$ cat src/rtl/uart_rx_pkg.sv
// ----------------------------------------------------------------------------
// uart_rx_pkg
// Shared definitions for the UART receiver (and its TX counterpart):
//   - rx_state_t   : receiver FSM state encodings
//   - PAR_EVEN/ODD : parity type encoding on PAR_TYP
//   - DEFAULT_PRESCALE : clocks per bit shared with the transmitter
//   - majority3()  : 2-of-3 vote used by the bit sampler
// ----------------------------------------------------------------------------
package uart_rx_pkg;

  typedef enum logic [2:0] {
    ST_IDLE   = 3'd0,
    ST_START  = 3'd1,
    ST_DATA   = 3'd2,
    ST_PARITY = 3'd3,
    ST_STOP   = 3'd4
  } rx_state_t;

  localparam logic PAR_EVEN = 1'b0;
  localparam logic PAR_ODD  = 1'b1;

  localparam int DEFAULT_PRESCALE = 8;

  function automatic logic majority3(input logic a, input logic b, input logic c);
    return (a & b) | (a & c) | (b & c);
  endfunction

endpackage : uart_rx_pkg

$ cat src/rtl/uart_rx_sampler.sv
// ----------------------------------------------------------------------------
// uart_rx_sampler
// Per-bit oversampling engine. Owns edge_cnt (0..PRESCALE-1 within a bit),
// captures the line at PRESCALE/2-1 and PRESCALE/2, and resolves a 2-of-3
// majority vote with the live sample at PRESCALE/2+1.
//
// Ports:
//   clk             system clock
//   rst_n           asynchronous active-low reset
//   i_rx            serial line (already synchronised if required)
//   i_idle          receiver FSM is in IDLE (edge count held at 0)
//   i_start         start edge seen in IDLE; this clock is edge_cnt = 0
//   o_sampled_bit   voted bit value, valid while o_sample_done is high
//   o_sample_done   strobe: vote resolved this clock (edge_cnt = PRESCALE/2+1)
//   o_bit_done      strobe: last clock of the bit (edge_cnt = PRESCALE-1)
// ----------------------------------------------------------------------------
module uart_rx_sampler
  import uart_rx_pkg::*;
#(
  parameter int PRESCALE = DEFAULT_PRESCALE
) (
  input  logic clk,
  input  logic rst_n,
  input  logic i_rx,
  input  logic i_idle,
  input  logic i_start,
  output logic o_sampled_bit,
  output logic o_sample_done,
  output logic o_bit_done
);

  localparam int CW = $clog2(PRESCALE);
  localparam logic [CW-1:0] C_S0   = CW'(PRESCALE / 2 - 1);
  localparam logic [CW-1:0] C_S1   = CW'(PRESCALE / 2);
  localparam logic [CW-1:0] C_S2   = CW'(PRESCALE / 2 + 1);
  localparam logic [CW-1:0] C_LAST = CW'(PRESCALE - 1);

  logic [CW-1:0] r_edge_cnt;
  logic [CW-1:0] w_edge_cnt;
  logic [CW-1:0] w_edge_next;
  logic          w_active;
  logic          r_s0;
  logic          r_s1;

  // The register may hold a stale count when the FSM drops back to IDLE
  // mid-bit (after the stop vote); masking it here makes the start-edge
  // clock always read as edge_cnt = 0.
  assign w_edge_cnt = i_idle ? '0 : r_edge_cnt;
  assign w_active   = !i_idle || i_start;

  // NOTE: every signal written in always_comb gets a default first so no
  // path through the block leaves it unassigned (which would infer a latch).
  always_comb begin
    w_edge_next = '0;
    if (w_active && (w_edge_cnt != C_LAST)) begin
      w_edge_next = w_edge_cnt + CW'(1);
    end
  end

  // NOTE: sequential state uses non-blocking assignments so every flop
  // samples pre-edge values regardless of statement order.
  always_ff @(posedge clk or negedge rst_n) begin
    if (!rst_n) begin
      r_edge_cnt <= '0;
      r_s0       <= 1'b1;
      r_s1       <= 1'b1;
    end else begin
      r_edge_cnt <= w_edge_next;
      if (w_active && (w_edge_cnt == C_S0)) r_s0 <= i_rx;
      if (w_active && (w_edge_cnt == C_S1)) r_s1 <= i_rx;
    end
  end

  assign o_sampled_bit = majority3(r_s0, r_s1, i_rx);
  assign o_sample_done = !i_idle && (w_edge_cnt == C_S2);
  assign o_bit_done    = !i_idle && (w_edge_cnt == C_LAST);

endmodule : uart_rx_sampler

$ cat src/rtl/uart_rx.sv
// ----------------------------------------------------------------------------
// uart_rx
// UART receiver: start bit (0), DATA_WIDTH data bits LSB first, optional
// parity bit, stop bit (1). Each bit is oversampled PRESCALE times and
// majority-voted by uart_rx_sampler. A frame ends at the stop-bit vote,
// half a bit early, so back-to-back frames are accepted.
//
// Ports:
//   CLK         system clock, rising edge
//   RST         asynchronous active-low reset; discards any partial frame
//   RX_IN       serial line, idles high
//   PAR_EN      1 = parity bit present (latched at frame start)
//   PAR_TYP     0 = even, 1 = odd (latched at frame start)
//   P_DATA      received byte, bit 0 = first data bit; updated on good frames
//   data_valid  one-cycle pulse, P_DATA holds a new good byte
//   par_err     one-cycle pulse, parity mismatch in the last frame
//   stp_err     one-cycle pulse, stop bit voted 0
//
// Build option:
//   UART_RX_SYNC_EN  defined: RX_IN passes through a 2-flop synchroniser
//                    (reset to 1); all timing shifts by 2 clocks.
//                    undefined: RX_IN is assumed synchronous to CLK.
// ----------------------------------------------------------------------------
module uart_rx
  import uart_rx_pkg::*;
#(
  parameter int PRESCALE   = DEFAULT_PRESCALE,
  parameter int DATA_WIDTH = 8
) (
  input  logic                  CLK,
  input  logic                  RST,
  input  logic                  RX_IN,
  input  logic                  PAR_EN,
  input  logic                  PAR_TYP,
  output logic [DATA_WIDTH-1:0] P_DATA,
  output logic                  data_valid,
  output logic                  par_err,
  output logic                  stp_err
);

  localparam int BCW = (DATA_WIDTH > 1) ? $clog2(DATA_WIDTH) : 1;
  localparam logic [BCW-1:0] C_BIT_LAST = BCW'(DATA_WIDTH - 1);

  logic w_rx;

`ifdef UART_RX_SYNC_EN
  logic [1:0] r_sync;

  // Reset to the idle level so leaving reset never looks like a start edge.
  always_ff @(posedge CLK or negedge RST) begin
    if (!RST) r_sync <= 2'b11;
    else      r_sync <= {r_sync[0], RX_IN};
  end

  assign w_rx = r_sync[1];
`else
  assign w_rx = RX_IN;
`endif

  rx_state_t             r_state;
  rx_state_t             w_next;
  logic [BCW-1:0]        r_bit_cnt;
  logic [DATA_WIDTH-1:0] r_data;
  logic                  r_vote;
  logic                  r_par_en;
  logic                  r_par_typ;
  logic                  r_par_bad;
  logic [DATA_WIDTH-1:0] r_p_data;
  logic                  r_data_valid;
  logic                  r_par_err;
  logic                  r_stp_err;

  logic w_sampled_bit;
  logic w_sample_done;
  logic w_bit_done;
  logic w_idle;
  logic w_start;
  logic w_shift;
  logic w_par_chk;
  logic w_frame_end;
  logic w_par_exp;

  assign w_idle = (r_state == ST_IDLE);

  uart_rx_sampler #(
    .PRESCALE (PRESCALE)
  ) u_sampler (
    .clk           (CLK),
    .rst_n         (RST),
    .i_rx          (w_rx),
    .i_idle        (w_idle),
    .i_start       (w_start),
    .o_sampled_bit (w_sampled_bit),
    .o_sample_done (w_sample_done),
    .o_bit_done    (w_bit_done)
  );

  // FSM state register
  always_ff @(posedge CLK or negedge RST) begin
    if (!RST) r_state <= ST_IDLE;
    else      r_state <= w_next;
  end

  // FSM next state and datapath strobes
  always_comb begin
    w_next      = r_state;
    w_start     = 1'b0;
    w_shift     = 1'b0;
    w_par_chk   = 1'b0;
    w_frame_end = 1'b0;
    case (r_state)
      ST_IDLE: begin
        if (!w_rx) begin
          w_start = 1'b1;
          w_next  = ST_START;
        end
      end
      ST_START: begin
        // A start bit that votes 1 was a glitch: give up at the bit end.
        if (w_bit_done) w_next = r_vote ? ST_IDLE : ST_DATA;
      end
      ST_DATA: begin
        w_shift = w_sample_done;
        if (w_bit_done && (r_bit_cnt == C_BIT_LAST)) begin
          w_next = r_par_en ? ST_PARITY : ST_STOP;
        end
      end
      ST_PARITY: begin
        w_par_chk = w_sample_done;
        if (w_bit_done) w_next = ST_STOP;
      end
      ST_STOP: begin
        if (w_sample_done) begin
          w_frame_end = 1'b1;
          w_next      = ST_IDLE;
        end
      end
      default: w_next = ST_IDLE;
    endcase
  end

  assign w_par_exp = (r_par_typ == PAR_EVEN) ? (^r_data) : (~^r_data);

  // NOTE: the data shift register and P_DATA are reset along with control
  // state, so a reset mid-frame leaves no stale byte visible anywhere.
  always_ff @(posedge CLK or negedge RST) begin
    if (!RST) begin
      r_bit_cnt    <= '0;
      r_data       <= '0;
      r_vote       <= 1'b1;
      r_par_en     <= 1'b0;
      r_par_typ    <= PAR_EVEN;
      r_par_bad    <= 1'b0;
      r_p_data     <= '0;
      r_data_valid <= 1'b0;
      r_par_err    <= 1'b0;
      r_stp_err    <= 1'b0;
    end else begin
      r_data_valid <= 1'b0;
      r_par_err    <= 1'b0;
      r_stp_err    <= 1'b0;

      if (w_sample_done) r_vote <= w_sampled_bit;

      if (w_start) begin
        r_par_en  <= PAR_EN;
        r_par_typ <= PAR_TYP;
        r_par_bad <= 1'b0;
        r_bit_cnt <= '0;
      end

      if (w_shift) r_data[r_bit_cnt] <= w_sampled_bit;
      if ((r_state == ST_DATA) && w_bit_done && (r_bit_cnt != C_BIT_LAST)) begin
        r_bit_cnt <= r_bit_cnt + BCW'(1);
      end

      if (w_par_chk) r_par_bad <= (w_sampled_bit != w_par_exp);

      if (w_frame_end) begin
        r_stp_err    <= ~w_sampled_bit;
        r_par_err    <= r_par_bad;
        r_data_valid <= w_sampled_bit & ~r_par_bad;
        if (w_sampled_bit && !r_par_bad) r_p_data <= r_data;
      end
    end
  end

  assign P_DATA     = r_p_data;
  assign data_valid = r_data_valid;
  assign par_err    = r_par_err;
  assign stp_err    = r_stp_err;

endmodule : uart_rx
$ cat config.mk
export PLATFORM = sky130hd
export DESIGN_NAME = uart_rx
export DESIGN_NICKNAME = d
export VERILOG_FILES = /design/src/rtl/uart_rx_pkg.sv /design/src/rtl/uart_rx_sampler.sv /design/src/rtl/uart_rx.sv
export SDC_FILE = /design/constraint.sdc
export NUM_CORES = 1
export LEC_CHECK = 0
export CORE_MARGIN = 4
export CORE_UTILIZATION = 45
export CTS_BUF_LIST = sky130_fd_sc_hd__clkbuf_8
export CTS_CLUSTER_SIZE = 16
export DETAILED_ROUTE_END_ITERATION = 12
export PLACE_DENSITY_LB_ADDON = 0.15
export SYNTH_ARGS = -nofsm -noshare
export SYNTH_HDL_FRONTEND = slang
export SYNTH_SLANG_ARGS = --single-unit
$ cat constraint.sdc
create_clock -name CLK -period 7.1 [get_ports CLK]
set_input_delay 0.71 -clock CLK [delete_from_list [all_inputs] [get_ports CLK]]
set_output_delay 0.71 -clock CLK [all_outputs]
set_load 0.01 [all_outputs]
-- After elaboration in Yosys (flattened, before gate mapping)
Index checks and enable logic that the tools add are counted.
- $add $sub $neg: 2
- magnitude comparators: 2
- equality and inequality tests: 17
- mux-type cells: 27
- bitwise logic cells: 8
- reduce and logical (&&, ||, !) cells: 20
- operators by type and width (operator ; number):
    $mux 3 ; 10
    $eq 3x3->1 const B ; 5
    $pmux 3 s5 ; 1
    $mux 1 ; 13
    $logic_and 1x1->1 ; 10
    $ne 2x2->1 const B ; 5
    $eq 3x2->1 const B ; 3
    $bwmux 8 ; 1
    $reduce_xnor 8->1 ; 1
    $reduce_xor 8->1 ; 1
    $add 3x1->3 const B ; 2
    $ne 3x3->1 const B ; 2
    $reduce_and 5->1 ; 1
    $and 1x1->1 ; 4
    $lt 3x4->1 const B ; 1
    $reduce_bool 2->1 ; 2
    $demux 1 s3 ; 1
    $eq 3x1->1 const B ; 1
    $ge 3x1->1 const B ; 1
    $logic_not 3->1 ; 1
    $logic_not 1->1 ; 2
    $mux 2 ; 1
    $not 1->1 ; 2
    $or 1x1->1 ; 2
    3 further kinds ; 3
- flip-flop bits (word level): 34
- bits of input ports: 5

-- Longest topological paths before layout
- depth after elaboration: 7
- mapped depth: 8
- gate-level depth less buffers: 7

-- Hierarchy
A second synthesis with hierarchy kept.
- cell total of the unflattened synthesis: 136
- area, all modules: 1771.7 um^2
- modules (own cells, without submodules) (module ; instances ; cells an instance ; area an instance (um^2) ; seq. area each (um^2)):
    uart_rx ; 1 ; 107 ; 1453.9 ; 726.9
    uart_rx_sampler ; 1 ; 29 ; 317.8 ; 127.6

-- Worst setup path after synthesis
No wires, ideal clock.
- path type: flip-flop to flip-flop
- from: reg r_state[1]
- to: reg r_data[4]
- library setup time: 0.125 ns
- arrival: 2.209 ns
- path slack: 4.766 ns
- stages on the path, launching flop included: 9
- path buffers: 1
- clock period less this slack: 2.334 ns
- cells stage by stage: dfrtp_1 > buf_4 > or3_1 > nand2_1 > ha_1 > nand2_1 > or3_4 > nor3b_2 > mux2_2
- word-level cells in the longest chain between the ends: 5
- elaborated cells between the ends (all ways): 7
- classes of those cells: eq/ne (2); mux (2); reduce/logical (3)
- RTL lines (item ; line ; RTL):
    from (decl) ; uart_rx.sv:60 ; rx_state_t r_state;
    from (signal assigned) ; uart_rx.sv:101 ; else r_state <= w_next;
    $logic_not 3->1 ; uart_rx.sv:83 ; assign w_idle = (r_state == ST_IDLE);
    $mux 3 ; uart_rx_sampler.sv:48 ; assign w_edge_cnt = i_idle ? '0 : r_edge_cnt;
    $eq 3x3->1 ; uart_rx_sampler.sv:75 ; assign o_sample_done = !i_idle && (w_edge_cnt == C_S2);
    $logic_and 1x1->1 ; uart_rx_sampler.sv:75 ;
    $mux 1 * ; uart_rx.sv:111 ; case (r_state)
    to (signal, indexed assignment) ; uart_rx.sv:172 ; if (w_shift) r_data[r_bit_cnt] <= w_sampled_bit;
    to (decl) ; uart_rx.sv:63 ; logic [DATA_WIDTH-1:0] r_data;
Mark *: on every way between the ends. The rest lies on a longest branch, timed or not.
A chain may end at the register's enable or synchronous reset.

-- Worst setup path in the final report
Ends and elaborated chain as after synthesis.

==> Flow_metrics.wiki <==
{| class="wikitable"
! Metric !! Value
|-
| Number of hold violations in the final report || 0
|-
| Post-synth EDFFs || 0
|-
| Startpoint-to-endpoint class of the critical path || reg -> reg
|-
| Die outline area || 4670 µm²
|-
| Cell type with the highest occurrence count on the critical path || nand2_1
|-
| Cell count of the worst hold path || 1
|-
| Number of synthesized register bits || 34
|-
| Worst reg2reg path endpoint || r_data[4]
|-
| Routed wire length || 2800 µm
|-
| Highest clock rate || 0.395 GHz
|-
| Count of hold buffers inserted by post-cts repair || 0
|-
| Clock tree from TritonCTS || done
|-
| I/O pin count || 16
|-
| Headroom to the max-slew limit || 63.9%
|-
| Kind of cell with the highest combined delay on the critical path || simple AND/OR/NAND/NOR gates
|-
| Total core area || 3420 µm²
|-
| Post-synthesis async set-or-reset flop share || 100%
|-
| HPWL after detailed placement || 2060 µm
|-
| Most common cell in the netlist || dfrtp_1
|-
| Post-layout minimum cycle time || 2.53 ns
|-
| TritonCTS sink count || 34
|-
| Standby leakage power || 0.858 nW
|-
| Signed area change from the synthesized netlist to the final layout || 16.3%
|-
| Critical Path End Type || flip-flop
|-
| DP Cell Count || 193
|-
| Arrival @ worst endpoint || 2.70 ns
|-
| Via count of the first global-routing pass || 1031
|-
| Final net count || 164
|-
| Proportion of power drawn by combinational gates || 26.9%
|-
| First-pass GRT wire length || 4750 µm
|-
| Number of buffer and inverter instances along the worst setup path || 0
|-
| RD Place Congestion || 0.769
|-
| CP Capture Point || r_data[4]
|-
| Net count after synthesis || 147
|-
| Count of port buffers added during placement || 15
|-
| Post-CTS resize count || 0
|-
| Tcrit/Tclk final || 35.7%
|-
| Clock Latency Late Sink || 0.28 ns
|-
| Final worst clock skew || 0.00774 ns
|-
| Setup_tns || 0 ns
|-
| Vias per inst || 5.23
|-
| Run status || finished clean
|-
| Leading cell types by total area after synthesis || dfrtp_1, mux2_2, dfstp_2, ha_1, xnor2_1
|-
| Number of placement rows || 21
|-
| Post-route DRC violation count || 0
|-
| Largest net degree at the start of global routing || 35
|-
| Worst-path cell with the longest stage delay || or3_1
|-
| Total global-route track usage || 14.1%
|-
| Share of layout cells above drive strength 1 || 21.9%
|-
| RSZ-0062 raised after global routing || no
|-
| Number of buffers inserted during clock tree synthesis || 5
|-
| Count of max-cap constraint violations || 0
|-
| Total power divided by cell area || 287 nW/µm²
|-
| Synth warn || 0
|-
| Reg-to-reg slack, setup || 4.57 ns
|-
| Share of power burned in the clock network || 25.8%
|-
| Clock transition at the registers of the reported paths || 0.07 ns
|-
| Routed Antenna Nets || 0
|-
| Number of buffers inserted to repair setup after CTS || 0
|-
| Iteration-0 DRC Markers || 35
|-
| Syn Area/Cell || 11.9 µm²
|-
| Count of inserted antenna diode cells || 0
|-
| Largest vdd supply drop || 0.180 mV
|-
| Yosys top cell by area || dfrtp_1
|-
| Share of total power in sequential cells || 47.3%
|-
| Ranking of synthesized cells by instance count || dfrtp_1, mux2_2, nor2_1, nand2_1
|-
| Final slew viol count || 0
|-
| Reported net switching power || 0.178 mW
|-
| Startpoint of the most critical register-to-register path || r_state[1]
|-
| Post-synth design cell area || 1640 µm²
|-
| Effective utilization at floorplan || 47.9%
|-
| Cell-internal power || 0.369 mW
|-
| Number of different library cells in the post-synthesis netlist || 37
|-
| Horizontal die dimension || 68.3 µm
|-
| Cell count along the critical path || 7
|-
| Prevailing post-synth register cell || dfrtp_1
|-
| Critical path launch point type || flip-flop
|-
| CTS root buffer || clkbuf_8
|-
| Actual slew at the worst max-slew pin || 0.537 ns
|-
| Area share of the largest cell type after synthesis || 47.4%
|-
| Total congestion overflow after global routing || 0
|-
| Number of cells on the worst reg-to-reg path || 7
|-
| Critical path, cell by cell || or3_1 -> nand2_1 -> ha_1 -> nand2_1 -> or3_4 -> nor3b_2 -> mux2_2
|-
| H-tree depth || 2
|-
| Number of cells in the finished layout apart from fillers || 201
|-
| Vias after detailed routing || 1052
|-
| Maximum number of buffers from clock root to sink || 2
|-
| Setup crit start || r_state[1]
|-
| Antenna violations before repair || 0
|-
| Largest fanout of any net on the critical path || 10
|-
| Hold Worst Slack || 0.508 ns
|-
| Average wire per cell in the routed design || 14.0 µm
|-
| Portion of the post-synthesis area used by sequential elements || 52.2%
|-
| Highest cell delay on the worst timing path || 0.49 ns
|-
| Required time of the critical path || 7.27 ns
|-
| Vertical extent of the die || 68.3 µm
|-
| Post-synthesis cell count || 137
|-
| Sw Share || 32.6%
|-
| Path category of the worst min-delay check || reg -> reg
|-
| Detailed-routing iteration count for the pre-antenna-repair pass || 4
|-
| Final setup violation count || 0
|-
| Hold path startpoint || P_DATA[5]
|}
final cells by class:
cell class	instances	area, µm²
timing repair buffer	16	158
sequential	34	855
clock buffer	6	82.6
fill	295	1510
tap	46	57.6
clock inverter	2	8.76
multi-input combinational	90	716
inverter	7	26.3
power by group through the flow:
stage,Combinational [mW],Clock (mW),Sequential (mW)
after floorplan,0.132,0,0.244
after detailed placement,0.148,0,0.260
after global routing,0.166,0.153,0.262
after global placement,0.141,0,0.259
final,0.147,0.141,0.258
after CTS,0.148,0.146,0.258
routing by layer:
metal / wire [µm] / GRT usage, % / vias up
met5: 0 / 0 / -
met4: 51 / 5.96 / 0
met3: 101 / 4.43 / 6
met2: 1310 / 21.5 / 19
met1: 1340 / 18.3 / 510
li1: - / - / 517
sequential cells by signal, summed over array words and instances (netlist names):
signal,cells
P_DATA,8
data_valid,1
par_err,1
r_bit_cnt,3
r_data,8
r_par_bad,1
r_par_en,1
r_par_typ,1
r_state,3
r_vote,1
stp_err,1
u_sampler.r_edge_cnt,3
u_sampler.r_s0,1
u_sampler.r_s1,1
cell usage in the layout, fill, tap and decap left out, types with 2 or more instances in the layout:
cell	n
nor2_1	9
a211oi_1	2
nand2_1	8
ha_1	5
mux2_2	18
dfstp_2	3
inv_1	8
a22o_1	4
nor3_1	5
o31ai_1	2
clkdlybuf4s50_1	15
clkbuf_8	6
dfrtp_1	31
xnor2_1	7
o21ai_0	3
nor3b_2	2
nand3b_1	2
or3_1	2
a21oi_1	5
logic make-up (layout without fill, tap and decap cells):
logic type / after synthesis / count (layout) / synth area share [%]
simple gates: 37 / 37 / 12.5
flops: 34 / 34 / 52.2
compound gates: 21 / 21 / 9.02
mux: 18 / 18 / 12.4
buf+inv: 13 / 31 / 4.05
xor+xnor: 8 / 8 / 5.12
fa+ha+maj: 6 / 6 / 4.66
worst min path at each step:
stage,to,slack [ns]
final,P_DATA[5],0.51
after floorplan,P_DATA[0],0.41
after global placement,P_DATA[2],0.49
after global routing,P_DATA[2],0.52
after detailed placement,data_valid,0.49
after CTS,data_valid,0.51
stage by stage:
step / instance area (µm²) / setup WS, ns / util (%) / power (mW)
after floorplan: 1640 / 4.77 / - / 0.376
after global placement: 1810 / 4.49 / 53.0 / 0.401
after detailed placement: 1810 / 4.41 / 53.0 / 0.409
after CTS: 1900 / 4.58 / 55.7 / 0.552
after global routing: 1900 / 4.42 / 55.7 / 0.581
final: 1900 / 4.57 / 55.7 / 0.547
(Power assumes the default switching activity.)
